File: config.mk
export PLATFORM = sky130hd
export DESIGN_NAME = gen_chip_nco
export DESIGN_NICKNAME = d
export VERILOG_FILES = /design/src/rtl/gnss_clk_pkg.sv /design/src/rtl/chip_cnt_mod.sv /design/src/rtl/gen_chip_nco.sv
export SDC_FILE = /design/constraint.sdc
export NUM_CORES = 1
export LEC_CHECK = 0
export ABC_AREA = 0
export CAP_MARGIN = 5
export CORE_ASPECT_RATIO = 1.25
export CORE_UTILIZATION = 30
export CTS_BUF_LIST = sky130_fd_sc_hd__clkbuf_16
export DETAILED_ROUTE_END_ITERATION = 16
export GPL_TIMING_DRIVEN = 0
export REMOVE_ABC_BUFFERS = 1
export SLEW_MARGIN = 20
export SYNTH_ARGS = -nofsm -noshare
export SYNTH_HDL_FRONTEND = slang
export SYNTH_SLANG_ARGS = --single-unit
File: constraint.sdc
create_clock -name clk -period 2.9 [get_ports clk]
set_clock_uncertainty 0.15 [all_clocks]
set_input_delay 0.435 -clock clk [delete_from_list [all_inputs] [get_ports clk]]
set_output_delay 0.435 -clock clk [all_outputs]
set_load 0.005 [all_outputs]
File: src/rtl/gnss_clk_pkg.sv
// Shared constants and helpers for the GNSS code-clock generators.
// Holds the default accumulator width, the standard code lengths, and a
// constant function that turns an output frequency into an NCO step word.
package gnss_clk_pkg;

  localparam int ACC_W_DEF        = 32;
  localparam int GLONASS_CODE_LEN = 511;
  localparam int GPS_CA_CODE_LEN  = 1023;

  // Rounded phase step for f_out from f_clk with an acc_w-bit accumulator.
  // The real-to-integer cast rounds to nearest, which gives the rounding.
  function automatic longint nco_step(input real f_out, input real f_clk,
                                      input int acc_w);
    return longint'(f_out / f_clk * (2.0 ** acc_w));
  endfunction

endpackage : gnss_clk_pkg

File: src/rtl/chip_cnt_mod.sv
// Modulo-N chip counter with increment, synchronous clear, and a one-cycle
// wrap strobe registered on the same edge that takes the count from N-1
// back to 0.
module chip_cnt_mod #(
  parameter int N = 511,
  parameter int W = $clog2(N)
) (
  input  logic         clk,
  input  logic         rst_n,
  input  logic         inc,
  input  logic         clr,
  output logic [W-1:0] cnt,
  output logic         wrap
);

  // Count advances on inc, clear wins over inc, wrap pulses on the N-1 -> 0 step.
  // NOTE: sequential state is written with non-blocking assignments only, so
  // every register samples the pre-edge values regardless of statement order.
  always_ff @(posedge clk) begin
    if (!rst_n) begin
      cnt  <= '0;
      wrap <= 1'b0;
    end else if (clr) begin
      cnt  <= '0;
      wrap <= 1'b0;
    end else if (inc) begin
      if (cnt == W'(N - 1)) begin
        cnt  <= '0;
        wrap <= 1'b1;
      end else begin
        cnt  <= cnt + 1'b1;
        wrap <= 1'b0;
      end
    end else begin
      wrap <= 1'b0;
    end
  end

endmodule : chip_cnt_mod

File: src/rtl/gen_chip_nco.sv
// Chip-rate generator built on a single-clock phase-accumulator NCO.
// Produces a chip-enable strobe, a near-50% chip clock (accumulator MSB),
// a chip index modulo CODE_LEN and a code-epoch strobe. The step word is
// runtime loadable and the phase can be preset. Everything is a clock
// enable in the clk domain; no derived clocks are generated.
// Optional: define GEN_CHIP_NCO_HALF_CHIP_EN to add half_en_o, a strobe
// at mid-chip (MSB 0->1) and at each carry, i.e. two strobes per chip.
module gen_chip_nco
  import gnss_clk_pkg::*;
#(
  parameter int             ACC_W    = ACC_W_DEF,
  parameter int             CODE_LEN = GLONASS_CODE_LEN,
  parameter int             CNT_W    = $clog2(CODE_LEN),
  parameter logic [ACC_W-1:0] DEF_STEP = ACC_W'(nco_step(511.0e3, 50.0e6, ACC_W))
) (
  input  logic             clk,
  input  logic             rst_n,
  input  logic             enable_i,
  input  logic [ACC_W-1:0] step_i,
  input  logic             step_load_i,
  input  logic [ACC_W-1:0] phase_i,
  input  logic             phase_load_i,
  output logic             chip_en_o,
  output logic             chip_clk_o,
  output logic [CNT_W-1:0] chip_idx_o,
  output logic             epoch_o
`ifdef GEN_CHIP_NCO_HALF_CHIP_EN
  ,
  output logic             half_en_o
`endif
);

  logic [ACC_W-1:0] acc;
  logic [ACC_W-1:0] step_reg;
  logic [ACC_W:0]   sum;
  logic             carry;
  logic             advance;

  // Next accumulator value one bit wider than acc; the top bit is the carry.
  // NOTE: combinational logic uses blocking assignments and assigns every
  // output on every path, so no latch can be inferred.
  always_comb begin
    sum = {1'b0, acc} + {1'b0, step_reg};
  end

  assign carry   = sum[ACC_W];
  // Phase preset outranks accumulation, so the adder only counts when not loading.
  assign advance = enable_i && !phase_load_i;

  // Step word register: loads independently of enable and phase preset.
  always_ff @(posedge clk) begin
    if (!rst_n) begin
      step_reg <= DEF_STEP;
    end else if (step_load_i) begin
      step_reg <= step_i;
    end
  end

  // Accumulator, chip strobe and chip clock: preset, accumulate or hold.
  always_ff @(posedge clk) begin
    if (!rst_n) begin
      acc        <= '0;
      chip_en_o  <= 1'b0;
      chip_clk_o <= 1'b0;
    end else if (phase_load_i) begin
      acc        <= phase_i;
      chip_en_o  <= 1'b0;
      chip_clk_o <= phase_i[ACC_W-1];
    end else if (enable_i) begin
      acc        <= sum[ACC_W-1:0];
      chip_en_o  <= carry;
      chip_clk_o <= sum[ACC_W-1];
    end else begin
      chip_en_o  <= 1'b0;
    end
  end

`ifdef GEN_CHIP_NCO_HALF_CHIP_EN
  // Half-chip strobe: carry, or the accumulator MSB rising from 0 to 1.
  always_ff @(posedge clk) begin
    if (!rst_n) begin
      half_en_o <= 1'b0;
    end else if (advance) begin
      half_en_o <= carry | (~acc[ACC_W-1] & sum[ACC_W-1]);
    end else begin
      half_en_o <= 1'b0;
    end
  end
`endif

  // Chip index and epoch strobe share the edge that raises chip_en_o.
  chip_cnt_mod #(
    .N (CODE_LEN),
    .W (CNT_W)
  ) u_chip_cnt (
    .clk   (clk),
    .rst_n (rst_n),
    .inc   (advance && carry),
    .clr   (phase_load_i),
    .cnt   (chip_idx_o),
    .wrap  (epoch_o)
  );

endmodule : gen_chip_nco

## Word-level counts from Yosys, hierarchy flattened

Cells that the tools add are included.
W data, S select, Z words.

- Output and inout port bits: 12
- Flip-flop bits (word level): 76
- Input bits: 69

- Add/sub/neg operators: 2
- Muxes and demuxes: 6
- Bitwise logic cells: 3
- Reductions and logical operators: 7
- Equality and inequality tests: 1

Operators with widths:

| cell | count |
|---|---|
| $mux W32 | 2 |
| $add A32 B32 Y33 | 1 |
| $add A9 B1 Y9 const B | 1 |
| $eq A9 B9 Y1 const B | 1 |
| $mux W9 | 1 |
| $reduce_or A3 Y1 | 2 |
| $mux W1 | 3 |
| $not A1 Y1 | 3 |
| $logic_and A1 B1 Y1 | 2 |
| $reduce_bool A2 Y1 | 1 |
| $reduce_or A2 Y1 | 1 |
| $logic_not A1 Y1 | 1 |

## Logic depth before layout (Yosys ltp)

Gate-level depths: netlist of run 1.

- Depth after elaboration: 5
- Mapped depth: 12
- Gate-level depth less buffers: 11

## Hierarchy

A second synthesis of run 1 with hierarchy kept.

- Cells, all modules: 571
- Area, all modules: 4792.1 um2

By module, submodules not included:

| module | cells each | instances | sequential area each (um2) | area an instance (um2) |
|---|---|---|---|---|
| gen_chip_nco | 516 | 1 | 1301.2 | 4294.1 |
| chip_cnt_mod | 55 | 1 | 200.2 | 498.0 |

## Worst setup path after synthesis of run 1

Ideal clock, no wire load.

- Path type: register to register
- Start point: register acc[0]
- End point: register u_chip_cnt.cnt[5]
- Setup slack: 237 ps
- Arrival: 2395 ps
- Buffers on the path: 1
- Data required time: 2633 ps
- Setup time: 117 ps
- Cell stages (with the launch flop): 12
- Path through: dfxtp_1 ha_1 fa_1 a21oi_1 o211ai_1 nand3b_1 a31oi_1 o211ai_1 a21oi_2 or2_4 buf_6 a32o_1

- Cells in the longest elaborated chain, start to end: 2

RTL lines:

| what | RTL line | RTL |
|---|---|---|
| start, declared | gen_chip_nco.sv:33 | `logic [ACC_W-1:0] acc;` |
| start signal, assigned | gen_chip_nco.sv:66 | `acc <= phase_i;` |
| start signal, assigned | gen_chip_nco.sv:70 | `acc <= sum[ACC_W-1:0];` |
| $add A32 B32 Y33 | gen_chip_nco.sv:43 | `sum = {1'b0, acc} + {1'b0, step_reg};` |
| $logic_and A1 B1 Y1 | gen_chip_nco.sv:98 | `.inc (advance && carry),` |
| end signal, assigned | chip_cnt_mod.sv:31 | `cnt <= cnt + 1'b1;` |
| end, declared | chip_cnt_mod.sv:12 | `output logic [W-1:0] cnt,` |

No other way between the ends.
A chain may end at the register's enable or synchronous reset.

## Worst setup path after layout of run 1

- Start point: register step_reg[0]
- End point: register u_chip_cnt.cnt[1]

- Cells in the longest elaborated chain, start to end: 2

RTL lines:

| what | RTL line | RTL |
|---|---|---|
| start, declared | gen_chip_nco.sv:34 | `logic [ACC_W-1:0] step_reg;` |
| start signal, assigned | gen_chip_nco.sv:55 | `step_reg <= step_i;` |
| $add A32 B32 Y33 | gen_chip_nco.sv:43 |  |
| $logic_and A1 B1 Y1 | gen_chip_nco.sv:98 |  |

No other way between the ends.

==> results of run 1 <==
## worst register-to-register path, delay by kind of cell (launching register included)
family,cells,cell delay (ps)
buf+inv,1,160
compound gates,5,720
flops,1,330
fa+ha+maj,2,550
mux,1,180
simple gates,3,590
## cell type report
type / count / area [sq um] / share of cell area [%]
timing repair buffer: 86 / 841 / 13.4
sequential: 75 / 1500 / 24.0
inverter: 12 / 50.0 / 0.798
multi-input combinational: 459 / 3290 / 52.6
clock buffer: 9 / 225 / 3.59
clock inverter: 7 / 83.8 / 1.34
tap: 212 / 265 / 4.23
timing repair inverter: 1 / 5.00 / 0.0798
## final timing paths
kind / cells after the start / from / end
worst min register to register: 2 / step_reg[25] / step_reg[25]
worst max register to register: 12 / step_reg[0] / u_chip_cnt.cnt[1]
worst max-delay path: 12 / step_reg[0] / u_chip_cnt.cnt[1]
worst min-delay path: 2 / step_reg[25] / step_reg[25]
## power breakdown
part | leakage (nW) | switching (mW) | internal (mW)
Combinational | 1.80 | 0.457 | 0.398
Clock | 0.152 | 0.438 | 0.743
Sequential | 0.620 | 0.0428 | 1.10
## kinds of logic after synthesis
kind of cell	after synthesis	share of synthesized area, %
simple gates	177	17.4
compound gates	175	24.1
flops	75	31.5
mux	45	9.44
buf+inv	41	3.54
fa+ha+maj	35	9.34
xor+xnor	26	4.77
## synthesized netlist by cell type (5+ instances only)
cell type	n	share of area (%)
sky130_fd_sc_hd__dfxtp_1	75	31
sky130_fd_sc_hd__a211oi_1	9	1.4
sky130_fd_sc_hd__a21o_1	12	1.9
sky130_fd_sc_hd__or3_1	6	0.79
sky130_fd_sc_hd__buf_1	8	0.63
sky130_fd_sc_hd__nand2b_1	5	0.66
sky130_fd_sc_hd__nor2_1	69	5.4
sky130_fd_sc_hd__o21ai_0	26	2.7
sky130_fd_sc_hd__inv_1	11	0.87
sky130_fd_sc_hd__and3_1	11	1.4
sky130_fd_sc_hd__mux2i_1	45	9.4
sky130_fd_sc_hd__clkbuf_1	19	1.5
sky130_fd_sc_hd__xnor2_1	15	2.8
sky130_fd_sc_hd__nand3_1	9	0.94
sky130_fd_sc_hd__o21bai_1	5	0.79
sky130_fd_sc_hd__xor2_1	11	2.0
sky130_fd_sc_hd__nand2_1	45	3.5
sky130_fd_sc_hd__nor3_1	9	0.94
sky130_fd_sc_hd__ha_1	34	8.9
sky130_fd_sc_hd__o211ai_1	8	1.3
sky130_fd_sc_hd__a31oi_1	5	0.66
sky130_fd_sc_hd__a21oi_1	67	7.0
## what timing repair did
item	in CTS	in global routing
pin swaps	8	14
cloned	2	0
resized for setup	14	26
hold buffers	0	0
setup endpoints to repair	17	20
buffers inserted	0	5
## routing by layer
layer | vias to the layer above | routed length (um) | track usage (%)
li1 | 2240 | - | -
met3 | 13 | 627 | 2.89
met2 | 128 | 7040 | 31.0
met4 | 0 | 158 | 5.81
met5 | - | 0 | 0
met1 | 2128 | 5700 | 19.2
## per-stage QoR
step	power, mW	instance area, sq um	worst slack, ps	hold slack (ps)	TNS (ps)
floorplan	1.69	4650	236	294	0
CTS	3.16	6090	3.20	340	0
global route	3.34	6270	-65.7	351	-289
detailed placement	1.95	5710	-981	323	-10440
finish	3.18	6270	108	339	0
global placement	1.94	5710	-2140	314	-77390
==> run summary, run 1 <==
The largest individual stage delay along the critical path comes from the cell sky130_fd_sc_hd__fa_2. The count of pins over their slew limit is 0. The wire-length estimate of the detail-placed layout is 9370 um.

The worst path uses between 90% and 100% of the clock period. The global-route wire length before repair came out at approximately 21000 um. The root buffer cell is sky130_fd_sc_hd__clkbuf_16. The effective utilization at floorplan came out at 30.6%. For this block, the via count after detailed routing is approximately 4500. The number of hold-slack violations in the final timing report is 0. The max-slew headroom at the worst pin came out at between 40 and 50%. Setup repair after global routing could not meet its margin everywhere. The wire length per cell after detailed routing is roughly 16 um. The width of the die came out at approximately 110 um. Cells fill 40.3% of the core in the end.

The arrival time of the worst setup path came out at 2860 ps. The max-cap violation count came out at 0. The time the worst path needs with I/O delays and setup came out at 2790 ps.

The worst setup path is launched from a flip-flop. The run finished with clean final reports. The total CTS buffers is 9. The final layout contains routed wiring with a total length of ~14000 um. The fill cell total of the finished layout came out at 1607.

The average cell area after synthesis is a little over 8 sq um. After the last flow step, the layout net total stands at ~750. The worst setup path is captured at a flip-flop. Setup violations remaining at the end of the flow were counted as 0. The proportion of layout cells with a drive suffix above 1 came out at 10.9%.

In this run the number of H-tree levels came out at 3. The final instance count without filler cells is 861. The detailed-routing iteration count for the pre-antenna-repair pass came out at 5. The top-level port count came out at 81. The initial antenna violation count came out at 0. For this block, the initial DRC count from the detailed router was between 200 and 250. Based on the critical path, the design can be clocked at up to about 360 MHz. The port buffer count is 80. The placer's final routability congestion estimate came out at approximately 0.87.

The family with the most delay on the worst path is compound AO/OA/AOI/OAI gates. The worst setup path is of the reg2reg kind. The flip-flop cell with the highest count after synthesis is sky130_fd_sc_hd__dfxtp_1. The slew at the pin closest to its max-slew limit is a little under 800 ps. The most frequent standard cell in the layout excluding fill and tap cells is sky130_fd_sc_hd__clkdlybuf4s50_1.

Clock-pin slew was measured on the worst setup and hold paths at ~60 ps. In this run the worst hold path is classified as reg2reg. IR analysis of the VDD net gives a maximum drop of around 0.27 mV. The number of global-route vias before repair came to between 4000 and 5000. Yosys mapped a number of flops with a built-in enable equal to 0. The count of distinct cell types in the synthesized netlist came out at between 60 and 70. The power density over the cells came out at a little over 500 nW/um^2. The leakage power came out at about 2.6 nW. The flip-flop count of the largest register, all copies and words added is 32. The synthesized netlist cell count is around 570. The largest fanout on the critical path came out at 6. Including well taps, the total number of placed cells is around 840. The ratio of routed vias to standard cells came out at 5.24.

Of the synthesized area, sequential elements account for 31.5%. The buffer levels on the longest clock path came out at 2. The region available for standard cell placement spans 15600 sq um. The number of nets with antenna violations after routing came out at 0. Counting both buffers and inverters, the worst setup path holds a total of 1.

The floorplan die area came out at 16400 sq um. The setup slack on the worst flop-to-flop path is 110 ps. The number of warnings reported in the yosys synthesis log came out at 0. TritonCTS built the clock tree.

The maximum number of pins on one net before global-route repair came out at 37. Global routing consumed, over all layers together, roughly 17% of the routing resources. The synthesized cell area came out at approximately 4800 sq um. For this run, asynchronously set or reset flops after synthesis account for 0%.

The detailed-route DRC error count came out at 0. At the worst endpoint, the required time is 2970 ps. In this run the vertical extent of the chip is 143 um. Traced cell by cell, the critical path runs through ha_4 -> fa_2 -> a21oi_4 -> o211ai_1 -> nand3b_1 -> a31oi_2 -> o211ai_1 -> buf_4 -> a21oi_4 -> or2_4 -> mux2i_1 -> nor2_1. The later pin in the worst-skew pair is clocked with a latency of about 340 ps. The antenna diode count came out at 0.

The number of placement rows came out at 51. The number of sinks handled by clock tree synthesis is 75. Leaving out fill and tap cells, the most frequent cells in the layout are 76 x sky130_fd_sc_hd__clkdlybuf4s50_1, 73 x sky130_fd_sc_hd__dfxtp_1, 67 x sky130_fd_sc_hd__nor2_1. The biggest cell delay along the critical path came out at between 300 and 400 ps.

Compared with the post-synthesis result, the final layout area differs by 31.4%. The overflow left after global routing came out at 0. In this run, synthesis produced a sequential element count of between 70 and 80.
Note: power is estimated with default switching activity, not from simulation.
==> run 2: changes to the inputs <==
- CORE_UTILIZATION: 30 -> 54
- MAX_ROUTING_LAYER: unset -> met4
- PLACE_DENSITY: unset -> 0.81
==> run 2 against run 1 <==
  * Maximum frequency decreased by 3.4%
  * Clock power fell by 10%
  * Routed wire length down 5.0%
  * Combinational power about the same
  * Sequential share of layout area up 0.81 points
  * Critical path depth shrank 1
  * Global-route usage is 12 points higher
  * Largest cell class unchanged
==> run summary, run 2 (synthesis gave the netlist of run 1 again) <==
The area of the core came out at 8380 sq um (was 15600 sq um). The endpoint of the worst hold-timing path is step_reg[16] (was step_reg[25]). The origin of the worst min-delay path is step_reg[16] (was step_reg[25]). The top-level port count came to 81 (unchanged). The count of pins over their slew limit came out at 0 (unchanged).

The port buffer count is 80 (unchanged). The number of cells on the worst hold path came out at 2 (unchanged). The flip-flop count of the largest register, all copies and words added came out at 32 (unchanged). The buffer levels on the longest clock path came to 2 (unchanged). The total routing resource utilization after global routing was 28.4% (was 16.8%). The vertical die dimension is 107 um (was 143 um). The most frequent standard cell in the layout excluding fill and tap cells was sky130_fd_sc_hd__clkdlybuf4s50_1 (unchanged). The width of the die came out at 86.1 um (was 115 um).

The root buffer cell is sky130_fd_sc_hd__clkbuf_16 (unchanged). The sum of net half-perimeters after detailed placement is 8540 um (was 9370 um). The final setup violation count came out at 0 (unchanged). The type of the worst min-delay path is reg2reg (unchanged). The post-route worst hold slack came to 333 ps (was 339 ps).

The cell at the slowest stage of the critical path is sky130_fd_sc_hd__fa_2 (unchanged). The clock tree from TritonCTS is yes (unchanged). The initial antenna violation count is 0 (unchanged).

The global-route wire length before repair came out at 20300 um (was 21500 um). The finished layout cell area was 6060 sq um (was 6270 sq um). The final layout net count is 749 (was 748). Cells traversed along the worst timing path: ha_4 -> fa_2 -> a21oi_4 -> o211ai_1 -> nand3b_1 -> a31oi_2 -> o211ai_1 -> nand3_1 -> a21oi_1 -> xor2_1 -> a21oi_1 (was ha_4 -> fa_2 -> a21oi_4 -> o211ai_1 -> nand3b_1 -> a31oi_2 -> o211ai_1 -> buf_4 -> a21oi_4 -> or2_4 -> mux2i_1 -> nor2_1).

The clock transition time at the flip-flop clock pins of the worst setup and hold paths is 60 ps (about the same). The data required time of the critical path is 2950 ps (was 2970 ps). The slew at the pin closest to its max-slew limit came out at 1090 ps (was 770 ps). The total CTS buffers came out at 9 (unchanged). The fill cell total of the finished layout is 678 (was 1607). The floorplan die area came out at 9210 sq um (was 16400 sq um). The setup slack on the worst flop-to-flop path is 9 ps (was 110 ps). The area overhead of the layout relative to synthesis is 27.1% (was 31.4%).

The launching element type of the critical path was a flip-flop (unchanged). Highest-count cells in the layout ignoring fill and taps: 76 x sky130_fd_sc_hd__clkdlybuf4s50_1, 73 x sky130_fd_sc_hd__dfxtp_1, 67 x sky130_fd_sc_hd__nor2_1 (unchanged). The proportion of layout cells with a drive suffix above 1 is 10.5% (was 10.9%). The power density over the cells is 504 nW/um^2 (was 507 nW/um^2). The total number of H-tree levels is 3 (unchanged). The overall routed net length is 12900 um (was 13500 um). The endpoint class of the critical path is a flip-flop (unchanged). The vias after detailed routing came out at 4642 (was 4509). The category of the most critical setup path is reg2reg (unchanged). The number of placement rows came out at 37 (was 51).

The cell total after placement is 743 (was 838). The number of hold-slack violations in the final timing report was 0 (unchanged). The biggest cell delay along the critical path came out at 390 ps (about the same).

The overall power after layout is 3.05 mW (was 3.18 mW). The time the worst path needs with I/O delays and setup is 2890 ps (was 2790 ps). The worst flop-to-flop path startpoint was step_reg[0] (unchanged). The arrival time of the worst setup path came out at 2940 ps (was 2860 ps).

The detailed-routing iteration count for the pre-antenna-repair pass is 5 (unchanged). The share of the clock period used by the worst path after layout is 99.7% (was 96.3%). The count of routing violations after the opening detailed-route iteration came out at 385 (was 232). The effective utilization at floorplan came to 56.9% (was 30.6%). The ratio of routed vias to standard cells is 6.07 (was 5.24). The highest ir drop seen on vdd came out at 0.317 mV (was 0.266 mV). The largest fanout on the critical path is 3 (was 6). The maximum number of pins on one net before global-route repair was 37 (unchanged). Unrepaired setup endpoints after global routing: yes (unchanged). The sum of negative setup slack is 0 ps (unchanged). The overflow left after global routing is 0 (unchanged). The antenna diode count came out at 0 (unchanged).

The depth of the worst register-to-register path came out at 11 (was 12). The achievable clock frequency came out at 346 MHz (was 358 MHz). The standard cell area after detailed placement came out at 5590 sq um (was 5710 sq um). The clock latency on the worst-skew pair is 340 ps (about the same). The reg-to-reg critical path endpoint is acc[28] (was u_chip_cnt.cnt[1]). The placer's final routability congestion estimate is 0.926 (was 0.867). Status: completed (unchanged). The max-cap violation count is 0 (unchanged). The wire length per cell after detailed routing is 16.8 um (was 15.7 um). The leakage power came out at 2.54 nW (was 2.57 nW). The number of nets with antenna violations after routing came to 0 (unchanged). The max-slew headroom at the worst pin came out at 27.5% (was 48.7%). The final instance count without filler cells came out at 765 (was 861). The number of sinks handled by clock tree synthesis was 75 (unchanged). The number of global-route vias before repair is 4456 (was 4441).

The detailed-route DRC error count is 0 (unchanged).
## run 2: cell count changes in the layout (fill, tap and decap cells not counted), sizes merged
cell	before	now
buf	10	11
bufinv	2	1
clkinvlp	3	2
clkinv	4	5
inv	11	10
## run 2: metrics by stage
stage                     worst slack (ps)  utilization [%]
after floorplan                        236                -
after global placement               -1920             66.7
after detailed placement              -854             66.8
after CTS                             2.57             70.6
after global routing                  -107             72.4
final                                 9.30             72.4
## run 2: timing repair
action,4_1_cts,5_1_grt
gates cloned,1,1
buffers inserted,1,5
pin swaps,5,13
endpoints found under the setup margin,17,18
resized for setup,10,22
hold buffers,0,0
## run 2: critical path, delay by kind of cell (launching register included)
| family | cells | cell delay, ps |
|---|---|---|
| AO/OA/AOI/OAI | 6 | 1110 |
| XOR/XNOR | 1 | 180 |
| adder cells (fa/ha/maj) | 2 | 550 |
| flip-flops | 1 | 330 |
| AND/OR/NAND/NOR | 2 | 420 |
## run 2: layout make-up
cell class | count | area (sq um) | area share [%]
Clock buffer | 9 | 225 | 3.71
Clock inverter | 5 | 46.3 | 0.764
Inverter | 12 | 50.0 | 0.825
Multi-Input combinational cell | 459 | 3240 | 53.4
Sequential cell | 75 | 1500 | 24.8
Tap cell | 117 | 146 | 2.41
Timing Repair Buffer | 87 | 848 | 14.0
Timing Repair inverter | 1 | 5.00 | 0.0825
## run 2: worst max path at each step
stage,start,to,slack [ps],depth (start not counted)
6_report,step_reg[0],acc[28],9,11
5_1_grt,step_reg[0],acc[20],-110,11
4_1_cts,acc[0],u_chip_cnt.cnt[7],3,11
3_5_place_dp,enable_i,u_chip_cnt.cnt[5],-850,9
3_3_place_gp,enable_i,u_chip_cnt.cnt[5],-1920,9
2_1_floorplan,acc[0],acc[26],240,11
## run 2: where the power goes
part / switching, mW / leakage (nW) / internal (mW)
sequential: 0.0434 / 0.620 / 1.10
clock: 0.412 / 0.134 / 0.646
combinational: 0.457 / 1.79 / 0.396
## run 2: routing by layer
layer	part of all wire, %	vias to the layer above	global-route usage (%)
met1	41	2226	32.3
li1	-	2240	-
met2	53	149	50.9
met5	0	-	-
met3	4.2	27	4.70
met4	1.7	0	8.10
==> run 3: changes to the inputs <==
- ABC_AREA: 0 -> unset
- CORE_UTILIZATION: 54 -> 58
- PLACE_DENSITY: 0.81 -> 0.86
- clock period: 2.9 -> 3.58 ns (I/O delays scaled with it)
==> run 3 against run 2 <==
  * Via count shrank 1.6%
  * Non-clock buffer count is 6 lower
  * Count of clock-buffer cells in the layout unchanged
  * Sequential power down 19%
  * Largest power group unchanged
  * Critical path depth is the same
  * Flip-flop and latch count unchanged
  * Largest cell class unchanged
  * Sequential share of layout area rose by 0.82 points
==> run summary, run 3 (synthesis gave the netlist of run 1 again) <==
Status: completed (unchanged). The ratio of routed vias to standard cells came to 6.21 (was 6.07). The effective utilization at floorplan is 60.5% (was 56.9%). The origin of the worst min-delay path is step_reg[18] (was step_reg[16]). The wire length per cell after detailed routing came out at 17.3 um (was 16.8 um). The reported net switching power is 731 uW (was 912 uW).

The initial antenna violation count is 0 (unchanged). The port buffer count came out at 80 (unchanged). The max-slew headroom at the worst pin came to 25.3% (was 27.5%). The fraction of power spent switching nets came out at 29.8% (was 29.9%). The finished layout cell area came to 5860 sq um (was 6060 sq um). The overall routed net length came out at 12700 um (was 12900 um). The clock network fraction of design power came out at 35.6% (was 34.6%). The type of the worst min-delay path is reg2reg (unchanged). The power density over the cells is 419 nW/um^2 (was 504 nW/um^2). The achievable clock frequency was 296 MHz (was 346 MHz). The total CTS buffers came to 9 (unchanged). The fill cell total of the finished layout is 596 (was 678). The combinational group share of total power was 26.7% (was 27.9%). The area overhead of the layout relative to synthesis is 22.8% (was 27.1%). The time the worst path needs with I/O delays and setup is 3380 ps (was 2890 ps). Highest-count cells in the layout ignoring fill and taps: 76 x sky130_fd_sc_hd__clkdlybuf4s50_1, 75 x sky130_fd_sc_hd__dfxtp_1, 68 x sky130_fd_sc_hd__nor2_1 (was 76 x sky130_fd_sc_hd__clkdlybuf4s50_1, 73 x sky130_fd_sc_hd__dfxtp_1, 67 x sky130_fd_sc_hd__nor2_1).

The sum of net half-perimeters after detailed placement is 8910 um (was 8540 um). The clock latency on the worst-skew pair was 340 ps (about the same). The sum of negative setup slack is 0 ps (unchanged). The count of routing violations after the opening detailed-route iteration is 204 (was 385). The final standard cell utilization of the core came out at 74.3% (was 72.4%). The placer's final routability congestion estimate came out at 0.945 (was 0.926). The vertical die dimension came to 103 um (was 107 um). The total internal power is 1.72 mW (was 2.14 mW). The final setup violation count came out at 0 (unchanged). The final instance count without filler cells is 736 (was 765).

The worst flop-to-flop path startpoint is acc[0] (was step_reg[0]). The share of the clock period used by the worst path after layout is 94.3% (was 99.7%). Unrepaired setup endpoints after global routing: no (was yes). The endpoint class of the critical path is a flip-flop (unchanged). The global-route wire length before repair is 20700 um (was 20300 um). The overflow left after global routing is 0 (unchanged). The max-cap violation count came to 0 (unchanged). The detailed-route DRC error count came out at 0 (unchanged). The depth of the worst register-to-register path came out at 11 (unchanged). The worst setup slack after layout is 204 ps (was 9.30 ps). The area of the multi-input gates is 3100 sq um (was 3240 sq um).

The clock tree from TritonCTS is yes (unchanged). The floorplan die area is 8590 sq um (was 9210 sq um). The top-level port count came out at 81 (unchanged).

The arrival time of the worst setup path is 3430 ps (was 2940 ps). The maximum number of pins on one net before global-route repair came out at 37 (unchanged). The number of buffers inserted by hold repair at cts came out at 0 (unchanged). The final layout net count is 741 (was 749).

The slew at the pin closest to its max-slew limit is 1120 ps (was 1090 ps). The register area is 1500 sq um (about the same). The overall power after layout is 2.45 mW (was 3.05 mW). The root buffer cell is sky130_fd_sc_hd__clkbuf_16 (unchanged). The post-route worst hold slack came out at 329 ps (was 333 ps). The flip-flop count of the largest register, all copies and words added is 32 (unchanged). The clock transition time at the flip-flop clock pins of the worst setup and hold paths came out at 60 ps (about the same). The total number of H-tree levels is 3 (unchanged). The data required time of the critical path came out at 3630 ps (was 2950 ps).

The buffer levels on the longest clock path came out at 2 (unchanged). The proportion of layout cells with a drive suffix above 1 is 6.08% (was 10.5%). The total routing resource utilization after global routing is 31.1% (was 28.4%).

The largest fanout on the critical path is 3 (unchanged). The cell total after placement came to 721 (was 743). The category of the most critical setup path was reg2reg (unchanged).

The number of nets with antenna violations after routing came out at 0 (unchanged). The number of cells on the worst hold path came out at 2 (unchanged). The post-placement worst setup slack came out at -189 ps (was -854 ps). The highest ir drop seen on vdd came out at 0.391 mV (was 0.317 mV). The relative contribution of sequential cells to total power came out at 37.7% (was 37.5%). The vias after detailed routing is 4570 (was 4642). The detailed-routing iteration count for the pre-antenna-repair pass is 5 (unchanged).

The number of sinks handled by clock tree synthesis is 75 (unchanged). The area of the core came out at 7880 sq um (was 8380 sq um). The number of placement rows came out at 36 (was 37). The standard cell area after detailed placement is 5570 sq um (was 5590 sq um). The leakage power came to 2.50 nW (was 2.54 nW). The number of hold-slack violations in the final timing report was 0 (unchanged).

The antenna diode count came out at 0 (unchanged). The origin of the worst setup path is acc[0] (was step_reg[0]). The count of pins over their slew limit is 0 (unchanged).

The most frequent standard cell in the layout excluding fill and tap cells is sky130_fd_sc_hd__clkdlybuf4s50_1 (unchanged). The number of global-route vias before repair is 4461 (was 4456). The launching element type of the critical path is a flip-flop (unchanged). The width of the die came out at 83.1 um (was 86.1 um).
run 3: what timing repair did:
action / 4_1_cts / 5_1_grt
gates resized for setup: 0 / 1
endpoints found under the setup margin: 0 / 4
buffers inserted: 0 / 0
run 3: critical path, stage by stage, from the launching register on:
cell	delay, ps
sky130_fd_sc_hd__dfxtp_1	310
sky130_fd_sc_hd__ha_1	230
sky130_fd_sc_hd__fa_1	410
sky130_fd_sc_hd__a21oi_1	300
sky130_fd_sc_hd__o211ai_1	230
sky130_fd_sc_hd__nand3b_1	200
sky130_fd_sc_hd__nand3_1	110
sky130_fd_sc_hd__a31oi_1	310
sky130_fd_sc_hd__o21ai_0	300
sky130_fd_sc_hd__o31ai_1	400
sky130_fd_sc_hd__xor2_1	180
sky130_fd_sc_hd__o22ai_1	100
run 3: routing by layer:
| metal | global-route usage, % | vias up | routed length, um |
|---|---|---|---|
| met3 | 3.65 | 22 | 598 |
| li1 | - | 2227 | - |
| met1 | 33.7 | 2163 | 5270 |
| met5 | - | - | 0 |
| met2 | 57.2 | 158 | 6560 |
| met4 | 15.1 | 0 | 285 |
run 3: worst paths after layout:
path,to,slack [ps]
worst min-delay path,step_reg[18],330
worst max-delay path,acc[26],200
worst max register to register,acc[26],200
worst min register to register,step_reg[18],330
run 3: power groups by stage:
stage | Combinational (mW) | Sequential (mW) | Clock [mW]
after detailed placement | 0.638 | 0.942 | 0
after global routing | 0.718 | 0.930 | 0.911
after floorplan | 0.437 | 0.932 | 0
final | 0.654 | 0.925 | 0.873
after global placement | 0.620 | 0.938 | 0
after CTS | 0.644 | 0.924 | 0.881
run 3: area by class of cell:
type,instances,share of cell area (%)
clock inverter,6,0.982
sequential,75,25.6
clock buffer,9,3.84
timing repair buffer,81,13.8
tap,95,2.03
inverter,12,0.790
multi-input combinational,458,52.9
